`config.mk`:
```
export PLATFORM = sky130hd
export DESIGN_NAME = spike_rate_decoder_flat
export DESIGN_NICKNAME = d
export VERILOG_FILES = /design/src/rtl/snn_pkg.sv /design/src/rtl/spike_rate_decoder_if.sv /design/src/rtl/isi_tracker.sv /design/src/rtl/spike_rate_decoder.sv /design/src/flat_wrapper.sv
export SDC_FILE = /design/constraint.sdc
export NUM_CORES = 1
export LEC_CHECK = 0
export CAP_MARGIN = 30
export CORE_ASPECT_RATIO = 1.4
export CORE_UTILIZATION = 40
export CTS_BUF_LIST = sky130_fd_sc_hd__clkbuf_4 sky130_fd_sc_hd__clkbuf_8
export DETAILED_ROUTE_END_ITERATION = 10
export SYNTH_ARGS = -nofsm -noshare
export SYNTH_HDL_FRONTEND = slang
export SYNTH_SLANG_ARGS = --single-unit
```
`constraint.sdc`:
```
create_clock -name clk_i -period 3.2 [get_ports clk_i]
set_clock_uncertainty 0.05 [all_clocks]
set_input_delay 0.64 -clock clk_i [delete_from_list [all_inputs] [get_ports clk_i]]
set_output_delay 0.64 -clock clk_i [all_outputs]
set_load 0.02 [all_outputs]
```
`src/rtl/snn_pkg.sv`:
```
// Shared types, default widths and helpers for the spiking-network tile blocks
// (lif, synapse, spike_rate_decoder).
package snn_pkg;

   typedef enum logic [0:0] {
      SLOT_EMPTY = 1'b0,
      SLOT_FULL  = 1'b1
   } slot_state_e;

   localparam int unsigned DATA_W         = 8;
   localparam int unsigned CNT_W_DEF      = DATA_W;
   localparam int unsigned ISI_W_DEF      = DATA_W;
   localparam int unsigned WINDOW_LEN_DEF = 256;

   // Saturating increment on a 32-bit carrier; callers cast back to their own width.
   function automatic logic [31:0] sat_inc(input logic [31:0] val, input logic [31:0] max_val);
      logic [31:0] res;
      if (val >= max_val) begin
         res = max_val;
      end else begin
         res = val + 32'd1;
      end
      return res;
   endfunction

endpackage

```
`src/rtl/spike_rate_decoder_if.sv`:
```
// Result slot of the spike rate decoder: count/interval payload with a
// valid/ready handshake and a drop indication.
interface spike_rate_decoder_if
   import snn_pkg::*;
#(
   parameter int unsigned CNT_W = CNT_W_DEF,
   parameter int unsigned ISI_W = ISI_W_DEF
);

   logic [CNT_W-1:0] rate_o;
   logic [ISI_W-1:0] isi_o;
   logic             valid_o;
   logic             ready_i;
   logic             drop_o;

   modport master (
      output rate_o,
      output isi_o,
      output valid_o,
      output drop_o,
      input  ready_i
   );

   modport slave (
      input  rate_o,
      input  isi_o,
      input  valid_o,
      input  drop_o,
      output ready_i
   );

endinterface

```
`src/rtl/isi_tracker.sv`:
```
// Inter-spike interval counter plus the running minimum for the current window.
// cur_min already folds in the present cycle's spike so the window close sees it.
module isi_tracker
   import snn_pkg::*;
#(
   parameter int unsigned ISI_W = ISI_W_DEF
) (
   input  logic             clk_i,
   input  logic             rst_i,
   input  logic             en_i,
   input  logic             spike_i,
   input  logic             win_start,
   output logic [ISI_W-1:0] cur_min
);

   localparam logic [ISI_W-1:0] ISI_MAX = {ISI_W{1'b1}};

   logic [ISI_W-1:0] isi_cnt_q;
   logic [ISI_W-1:0] isi_cnt_d;
   logic [ISI_W-1:0] min_q;
   logic [ISI_W-1:0] min_d;
   logic [ISI_W-1:0] min_base_s;
   logic             hit_s;

   always_comb begin
      hit_s      = en_i & spike_i;
      min_base_s = min_q;
      if (win_start) begin
         min_base_s = ISI_MAX;
      end else begin
         min_base_s = min_q;
      end

      cur_min = min_base_s;
      if (hit_s && (isi_cnt_q < min_base_s)) begin
         cur_min = isi_cnt_q;
      end else begin
         cur_min = min_base_s;
      end

      // The counter runs across window boundaries so cross-window gaps are measured.
      isi_cnt_d = isi_cnt_q;
      min_d     = min_q;
      if (!en_i) begin
         isi_cnt_d = isi_cnt_q;
         min_d     = min_q;
      end else if (spike_i) begin
         isi_cnt_d = {{(ISI_W-1){1'b0}}, 1'b1};
         min_d     = cur_min;
      end else begin
         isi_cnt_d = ISI_W'(sat_inc(32'(isi_cnt_q), 32'(ISI_MAX)));
         min_d     = cur_min;
      end
   end

   always_ff @(posedge clk_i) begin
      if (rst_i) begin
         isi_cnt_q <= ISI_MAX;
         min_q     <= ISI_MAX;
      end else begin
         isi_cnt_q <= isi_cnt_d;
         min_q     <= min_d;
      end
   end

endmodule

```
`src/rtl/spike_rate_decoder.sv`:
```
// Decodes a spike train into per-window spike count and minimum inter-spike
// interval, delivered through a single-entry valid/ready result slot.
module spike_rate_decoder
   import snn_pkg::*;
#(
   parameter int unsigned WINDOW_LEN = WINDOW_LEN_DEF,
   parameter int unsigned CNT_W      = CNT_W_DEF,
   parameter int unsigned ISI_W      = ISI_W_DEF
) (
   input  logic                  clk_i,
   input  logic                  rst_i,
   input  logic                  en_i,
   input  logic                  spike_i,
   spike_rate_decoder_if.master  out_if
);

   localparam int unsigned      WIN_W    = (WINDOW_LEN > 1) ? $clog2(WINDOW_LEN) : 1;
   localparam logic [WIN_W-1:0] WIN_LAST = WIN_W'(WINDOW_LEN - 1);
   localparam logic [CNT_W-1:0] CNT_MAX  = {CNT_W{1'b1}};

   logic [WIN_W-1:0] win_q;
   logic [WIN_W-1:0] win_d;
   logic [CNT_W-1:0] cnt_q;
   logic [CNT_W-1:0] cnt_d;
   logic             last_s;
   logic             win_start_s;
   logic [CNT_W-1:0] rate_fin_s;
   logic [ISI_W-1:0] cur_min_s;

   slot_state_e      state_q;
   slot_state_e      state_d;
   logic [CNT_W-1:0] rate_q;
   logic [CNT_W-1:0] rate_d;
   logic [ISI_W-1:0] isi_q;
   logic [ISI_W-1:0] isi_d;
   logic             valid_q;
   logic             valid_d;
   logic             drop_q;
   logic             drop_d;

   isi_tracker #(
      .ISI_W (ISI_W)
   ) u_isi_tracker (
      .clk_i     (clk_i),
      .rst_i     (rst_i),
      .en_i      (en_i),
      .spike_i   (spike_i),
      .win_start (win_start_s),
      .cur_min   (cur_min_s)
   );

   always_comb begin
      win_start_s = (win_q == {WIN_W{1'b0}});
      if (en_i && (win_q == WIN_LAST)) begin
         last_s = 1'b1;
      end else begin
         last_s = 1'b0;
      end

      if (spike_i) begin
         rate_fin_s = CNT_W'(sat_inc(32'(cnt_q), 32'(CNT_MAX)));
      end else begin
         rate_fin_s = cnt_q;
      end

      win_d = win_q;
      cnt_d = cnt_q;
      if (!en_i) begin
         win_d = win_q;
         cnt_d = cnt_q;
      end else if (last_s) begin
         win_d = {WIN_W{1'b0}};
         cnt_d = {CNT_W{1'b0}};
      end else begin
         win_d = win_q + WIN_W'(1'b1);
         cnt_d = rate_fin_s;
      end
   end

   always_ff @(posedge clk_i) begin
      if (rst_i) begin
         win_q <= {WIN_W{1'b0}};
         cnt_q <= {CNT_W{1'b0}};
      end else begin
         win_q <= win_d;
         cnt_q <= cnt_d;
      end
   end

   // A completing window either fills the slot, replaces data leaving this cycle, or is dropped.
   always_comb begin
      state_d = state_q;
      rate_d  = rate_q;
      isi_d   = isi_q;
      drop_d  = 1'b0;
      case (state_q)
         SLOT_EMPTY: begin
            if (last_s) begin
               state_d = SLOT_FULL;
               rate_d  = rate_fin_s;
               isi_d   = cur_min_s;
            end else begin
               state_d = SLOT_EMPTY;
            end
         end
         SLOT_FULL: begin
            if (last_s && out_if.ready_i) begin
               state_d = SLOT_FULL;
               rate_d  = rate_fin_s;
               isi_d   = cur_min_s;
            end else if (last_s) begin
               state_d = SLOT_FULL;
               drop_d  = 1'b1;
            end else if (out_if.ready_i) begin
               state_d = SLOT_EMPTY;
            end else begin
               state_d = SLOT_FULL;
            end
         end
         default: begin
            state_d = SLOT_EMPTY;
         end
      endcase
      valid_d = (state_d == SLOT_FULL);
   end

   always_ff @(posedge clk_i) begin
      if (rst_i) begin
         state_q <= SLOT_EMPTY;
         rate_q  <= {CNT_W{1'b0}};
         isi_q   <= {ISI_W{1'b0}};
         valid_q <= 1'b0;
         drop_q  <= 1'b0;
      end else begin
         state_q <= state_d;
         rate_q  <= rate_d;
         isi_q   <= isi_d;
         valid_q <= valid_d;
         drop_q  <= drop_d;
      end
   end

   assign out_if.rate_o  = rate_q;
   assign out_if.isi_o   = isi_q;
   assign out_if.valid_o = valid_q;
   assign out_if.drop_o  = drop_q;

endmodule

```
`src/flat_wrapper.sv`:
```
// flat-port wrapper written by rule: the top's interface ports become plain ports
module spike_rate_decoder_flat import snn_pkg::*;
#(
   parameter int unsigned WINDOW_LEN = WINDOW_LEN_DEF,
   parameter int unsigned CNT_W      = CNT_W_DEF,
   parameter int unsigned ISI_W      = ISI_W_DEF
)
  (clk_i, rst_i, en_i, spike_i, out_if_rate_o, out_if_isi_o, out_if_valid_o, out_if_drop_o, out_if_ready_i);
  spike_rate_decoder_if #(.CNT_W(CNT_W), .ISI_W(ISI_W)) out_if_i ();
  input  logic clk_i;
  input  logic rst_i;
  input  logic en_i;
  input  logic spike_i;
  output wire logic [$bits(out_if_i.rate_o)-1:0] out_if_rate_o;
  output wire logic [$bits(out_if_i.isi_o)-1:0] out_if_isi_o;
  output wire logic [$bits(out_if_i.valid_o)-1:0] out_if_valid_o;
  output wire logic [$bits(out_if_i.drop_o)-1:0] out_if_drop_o;
  input wire logic [$bits(out_if_i.ready_i)-1:0] out_if_ready_i;
  assign out_if_rate_o = out_if_i.rate_o;
  assign out_if_isi_o = out_if_i.isi_o;
  assign out_if_valid_o = out_if_i.valid_o;
  assign out_if_drop_o = out_if_i.drop_o;
  assign out_if_i.ready_i = out_if_ready_i;
  spike_rate_decoder #(.WINDOW_LEN(WINDOW_LEN), .CNT_W(CNT_W), .ISI_W(ISI_W)) u_core (.clk_i(clk_i), .rst_i(rst_i), .en_i(en_i), .spike_i(spike_i), .out_if(out_if_i));
endmodule
```
== After elaboration in Yosys (flattened, before gate mapping) ==
Index checks and enable logic that the tools add are counted.
Cells by class
  add/sub/neg operators: 3
  order comparisons: 3
  equal/unequal tests: 3
  muxes and demuxes: 20
  bitwise gates (word level): 2
  reduce and logical (&&, ||, !) cells: 6
Operators with widths (count)
  $mux W8: 12
  $pmux W8 S2: 2
  $add A8 B1 Y8 const B: 3
  $ge A8 B8 Y1 const B: 2
  $eq A8 B8 Y1 const B: 1
  $logic_not A8 Y1: 1
  $lt A8 B8 Y1: 1
  $mux W1: 5
  $logic_and A1 B1 Y1: 3
  $reduce_or A3 Y1: 1
  $ne A2 B1 Y1 const B: 1
  $ne A2 B2 Y1 const B: 1
  $pmux W1 S2: 1
  $reduce_and A2 Y1: 1
  $and A1 B1 Y1: 1
  $not A1 Y1: 1
Word-level totals
  bits in registers: 50
  input port bits: 5
  output and inout bits: 18
  logic and storage cells: 45

== Longest topological paths before layout ==
Gate-level depths: netlist of run 1.
  depth in word-level cells: 7
  depth in mapped cells: 12
  mapped depth without buffers: 11

== Cells and area by module ==
Synthesis of run 1 repeated with hierarchy kept, for this count alone.
Unflattened totals
  cells, all modules: 308
  area, all modules: 2666.3 µm²
By module, submodules not included
  spike_rate_decoder: times used 1, cells an instance 176, area an instance 1530.2 µm², sequential area each 680.7 µm²
  isi_tracker: times used 1, cells an instance 132, area an instance 1136.1 µm², sequential area each 320.3 µm²

== Worst setup path before layout of run 1 ==
Ideal clock, no wire load.
  path kind: flip-flop to flip-flop
  from: register u_core.win_q[0]
  to: register u_core.u_isi_tracker.min_q[6]
  setup time: 0.135 ns
  arrival: 2.910 ns
  setup slack: 0.105 ns
  cell stages (with the launch flop): 12
  cell sequence: dfxtp_1 > inv_1 > ha_1 > or4b_4 > nor4_4 > nor2_1 > ha_1 > a21o_1 > a221oi_1 > clkbuf_2 > nor3b_1 > o31ai_1
On the way
  cells in the longest elaborated chain, start to end: 5
Ends and longest elaborated chain
  start: declaration: RTL line spike_rate_decoder.sv:21  | logic [WIN_W-1:0] win_q;
  start signal: assignment: RTL line spike_rate_decoder.sv:82  | win_q <= {WIN_W{1'b0}};
  start signal: assignment: RTL line spike_rate_decoder.sv:85  | win_q <= win_d;
  $logic_not A8 Y1 (*): RTL line spike_rate_decoder.sv:53  | win_start_s = (win_q == {WIN_W{1'b0}});
  $mux W8 (*): RTL line isi_tracker.sv:28  | if (win_start) begin
  $lt A8 B8 Y1: RTL line isi_tracker.sv:35  | if (hit_s && (isi_cnt_q < min_base_s)) begin
  $logic_and A1 B1 Y1: RTL line isi_tracker.sv:35
  $mux W8 (*): RTL line isi_tracker.sv:35
  end signal: assignment: RTL line isi_tracker.sv:62  | min_q <= min_d;
  end: declaration: RTL line isi_tracker.sv:20  | logic [ISI_W-1:0] min_q;
Mark *: on every way between the ends. The rest lies on a longest branch, timed or not.
A chain may end at the register's enable or synchronous reset.

== Final worst setup path of run 1 ==
  from: register u_core.win_q[0]
  to: register u_core.u_isi_tracker.min_q[0]
The elaborated chain is that of the path after synthesis.

==> results of run 1 <==
[cell families after synthesis]
family / after synthesis / synth area share [%]
adder cells (fa/ha/maj): 11 / 5.27
flip-flops: 50 / 38.3
multiplexers: 2 / 0.766
AND/OR/NAND/NOR: 125 / 25.9
buffers and inverters: 28 / 4.26
AO/OA/AOI/OAI: 88 / 23.1
XOR/XNOR: 7 / 2.35
[worst paths after layout]
path / start / end / slack, ns / cells after the start
worst max-delay path: u_core.win_q[0]$_SDFFE_PP0P_ / u_core.u_isi_tracker.min_q[0]$_SDFFE_PP1P_ / 0.08 / 13
worst min-delay path: u_core.out_if.rate_o[6]$_SDFFE_PP0P_ / u_core.out_if.rate_o[6]$_SDFFE_PP0P_ / 0.41 / 2
worst max register to register: u_core.win_q[0]$_SDFFE_PP0P_ / u_core.u_isi_tracker.min_q[0]$_SDFFE_PP1P_ / 0.08 / 13
worst min register to register: u_core.out_if.rate_o[6]$_SDFFE_PP0P_ / u_core.out_if.rate_o[6]$_SDFFE_PP0P_ / 0.41 / 2
[per-layer routing]
metal  global-route usage (%)  vias to the layer above
li1                         -                     1196
met1                     22.8                     1158
met2                     32.5                       38
met3                     2.80                       17
met4                     9.08                        0
met5                        0                        -
[cell usage in the layout, fill, tap and decap left out, types with 7 or more instances in the layout]
| cell type | synthesis | layout |
|---|---|---|
| nor3_1 | 13 | 13 |
| nand2_1 | 29 | 29 |
| dfxtp_1 | 50 | 48 |
| o31ai_1 | 15 | 14 |
| nand3_1 | 15 | 15 |
| a21oi_1 | 21 | 20 |
| nor2_1 | 30 | 27 |
| o21ai_0 | 13 | 13 |
| buf_4 | 0 | 19 |
| ha_1 | 11 | 7 |
| clkdlybuf4s50_1 | 0 | 22 |
| a31oi_1 | 7 | 7 |
[registers in the layout, indices dropped and copies added (netlist names)]
| signal | flops |
|---|---|
| u_core.cnt_q | 8 |
| u_core.out_if.isi_o | 8 |
| u_core.out_if.rate_o | 8 |
| u_core.u_isi_tracker.isi_cnt_q | 8 |
| u_core.u_isi_tracker.min_q | 8 |
| u_core.win_q | 8 |
| u_core.out_if.drop_o | 1 |
| u_core.state_q | 1 |
[report_power, final]
part	internal (mW)	switching, mW	total [mW]
clock network	0.167	0.206	0.373
logic	0.101	0.122	0.223
registers	0.637	0.0287	0.666
total	0.906	0.356	1.26
[worst max-delay path, stage by stage, from the launching register on]
cell and delay (ns):
dfxtp_2 0.33, inv_2 0.05, ha_2 0.14, or4b_4 0.49, nor4_4 0.33, buf_6 0.19, nor2_1 0.06, ha_1 0.32
a21o_1 0.18, a221oi_2 0.26, buf_4 0.22, a211o_2 0.13, nand3_1 0.10, a31oi_1 0.19
[cell type report]
type / count / area (sq um) / area share [%]
timing repair buffer: 43 / 394 / 12.1
clock buffer: 6 / 82.6 / 2.52
tap: 72 / 90.1 / 2.75
multi-input combinational: 233 / 1670 / 51.1
inverter: 8 / 30.0 / 0.918
sequential: 50 / 1000 / 30.7
[timing repair]
| item | 4_1_cts | 5_1_grt |
|---|---|---|
| setup endpoints to repair | 0 | 16 |
| setup buffers | 0 | 9 |
| gates resized for setup | 0 | 41 |
| hold buffers | 0 | 0 |
==> results.py, run 1 <==
metrics = {
    "run": {
        "drv_cap": 0,
    },
    "sta": {
        "period_share_pct": 97.4,
        "slew_violations": 0,
        "slew_headroom_pct": 64.4,
        "whs_ns": 0.406,
        "worstMarginPinSlew_ns": 0.534,
        "tns_ns": 0,
        "timing.final.ws_setup_ns": 0.0818,
        "period_minus_slack_ns": 3.12,
        "hold_violations": 0,
        "setup_viol": 0,
        "fmax_mhz": 321,
        "rsz0062_at_grt": "true",
    },
    "placement": {
        "io_buffer_count": 22,
        "placedCellCount": 396,
        "gp_routability_congestion": 0.856,
        "dpl.hpwl_mm": 4.30,
        "dpl_cell_area_sq_mm": 0.00293,
        "dp_slack_ns": 0.109,
    },
    "clocking": {
        "clockBufferDepth": 2,
        "htree_levels": 2,
        "clk_latency_ns": 0.31,
        "numCtsBuffers": 5,
        "clkSlewWorstSetupHoldPaths_ns": 0.09,
        "cts_tree": "yes",
        "clock_sinks": 50,
        "root_buffer": "clkbuf_8",
    },
    "cells_and_area": {
        "antenna_cells": 0,
        "stdcell_area_sq_mm": 0.00327,
        "area_growth_pct": 25.1,
        "fin_cells": 412,
        "fill_cells": 590,
        "drive_gt1_share_pct": 17.6,
        "utilization_pct": 52.3,
        "num-nets-final": 357,
    },
    "logic_synthesis": {
        "synth_area_sq_mm": 0.00261,
        "yosysWarnings": 0,
        "synth_commonest_cells": "dfxtp_1 (50), nor2_1 (30), nand2_1 (29)",
        "ys_async_sr_fraction_pct": 0,
        "syn-num-nets": 327,
        "ys_types": 52,
        "synthTopCellsByArea": "dfxtp_1 (38%), ha_1 (5.3%), nor2_1 (4.3%)",
        "synth_ff_type": "dfxtp_1",
        "netlist_instances": 311,
        "netlist.area_leader.share_pct": 38.3,
        "ys_seq_elements": 50,
        "synth_area_leader_cell": "dfxtp_1",
        "synth_edf_count": 0,
        "yosysMostFrequentCell": "dfxtp_1",
        "ys_seq_area_share_pct": 38.3,
        "syn_area_per_cell_sq_um": 8.40,
    },
    "route": {
        "met2_length_mm": 3.50,
        "dr_wl_met3_um": 144,
        "dr.pass1.iters": 4,
        "ant_nets": 0,
        "drtIter0Drc": 138,
        "dr.max_layer_used": "met4",
        "wl_per_cell_um": 16.5,
        "via_per_inst": 5.85,
        "num_vias": 2409,
        "wl_mm": 6.80,
        "drc_errors": 0,
        "wl_met1_mm": 2.96,
    },
    "setup_path": {
        "worstPathArrival_ns": 3.30,
        "worstSetupEndpointType": "register",
        "worstPathMaxFanout": 8,
        "crit_path_start_kind": "register",
        "worstPathRequired_ns": 3.39,
        "worstSetupPathType": "reg2reg",
    },
    "floorplanning": {
        "num_io_pins": 23,
        "die-width_um": 70.3,
        "core-area_sq_mm": 0.00625,
        "core.rowCount": 34,
        "initial_core_util_pct": 41.8,
        "die_h_um": 97.6,
        "dieArea_sq_mm": 0.00687,
    },
    "status": {
        "status": "finished clean",
    },
    "global_routing": {
        "grt_util_all_layers_pct": 19.0,
        "grt_pass1_vias": 2259,
        "overflow": 0,
        "grt_pass1_wl_mm": 10.6,
        "antenna_found_initial": 0,
        "grt_max_degree": 30,
    },
    "power": {
        "p_leak_nw": 1.19,
        "power_mw": 1.26,
        "ir_worst_vdd_mv": 0.252,
        "p_per_area_mw_per_mm2": 386,
    },
    "min_path": {
        "hold_path_class": "reg2reg",
    },
}
(Power assumes the default switching activity.)
==> run 2: changes to the inputs <==
Settings changed: SKIP_CTS_REPAIR_TIMING set to 1.
==> results of run 2 <==
The final DEF is identical to that of run 1; final timing and power are the same.
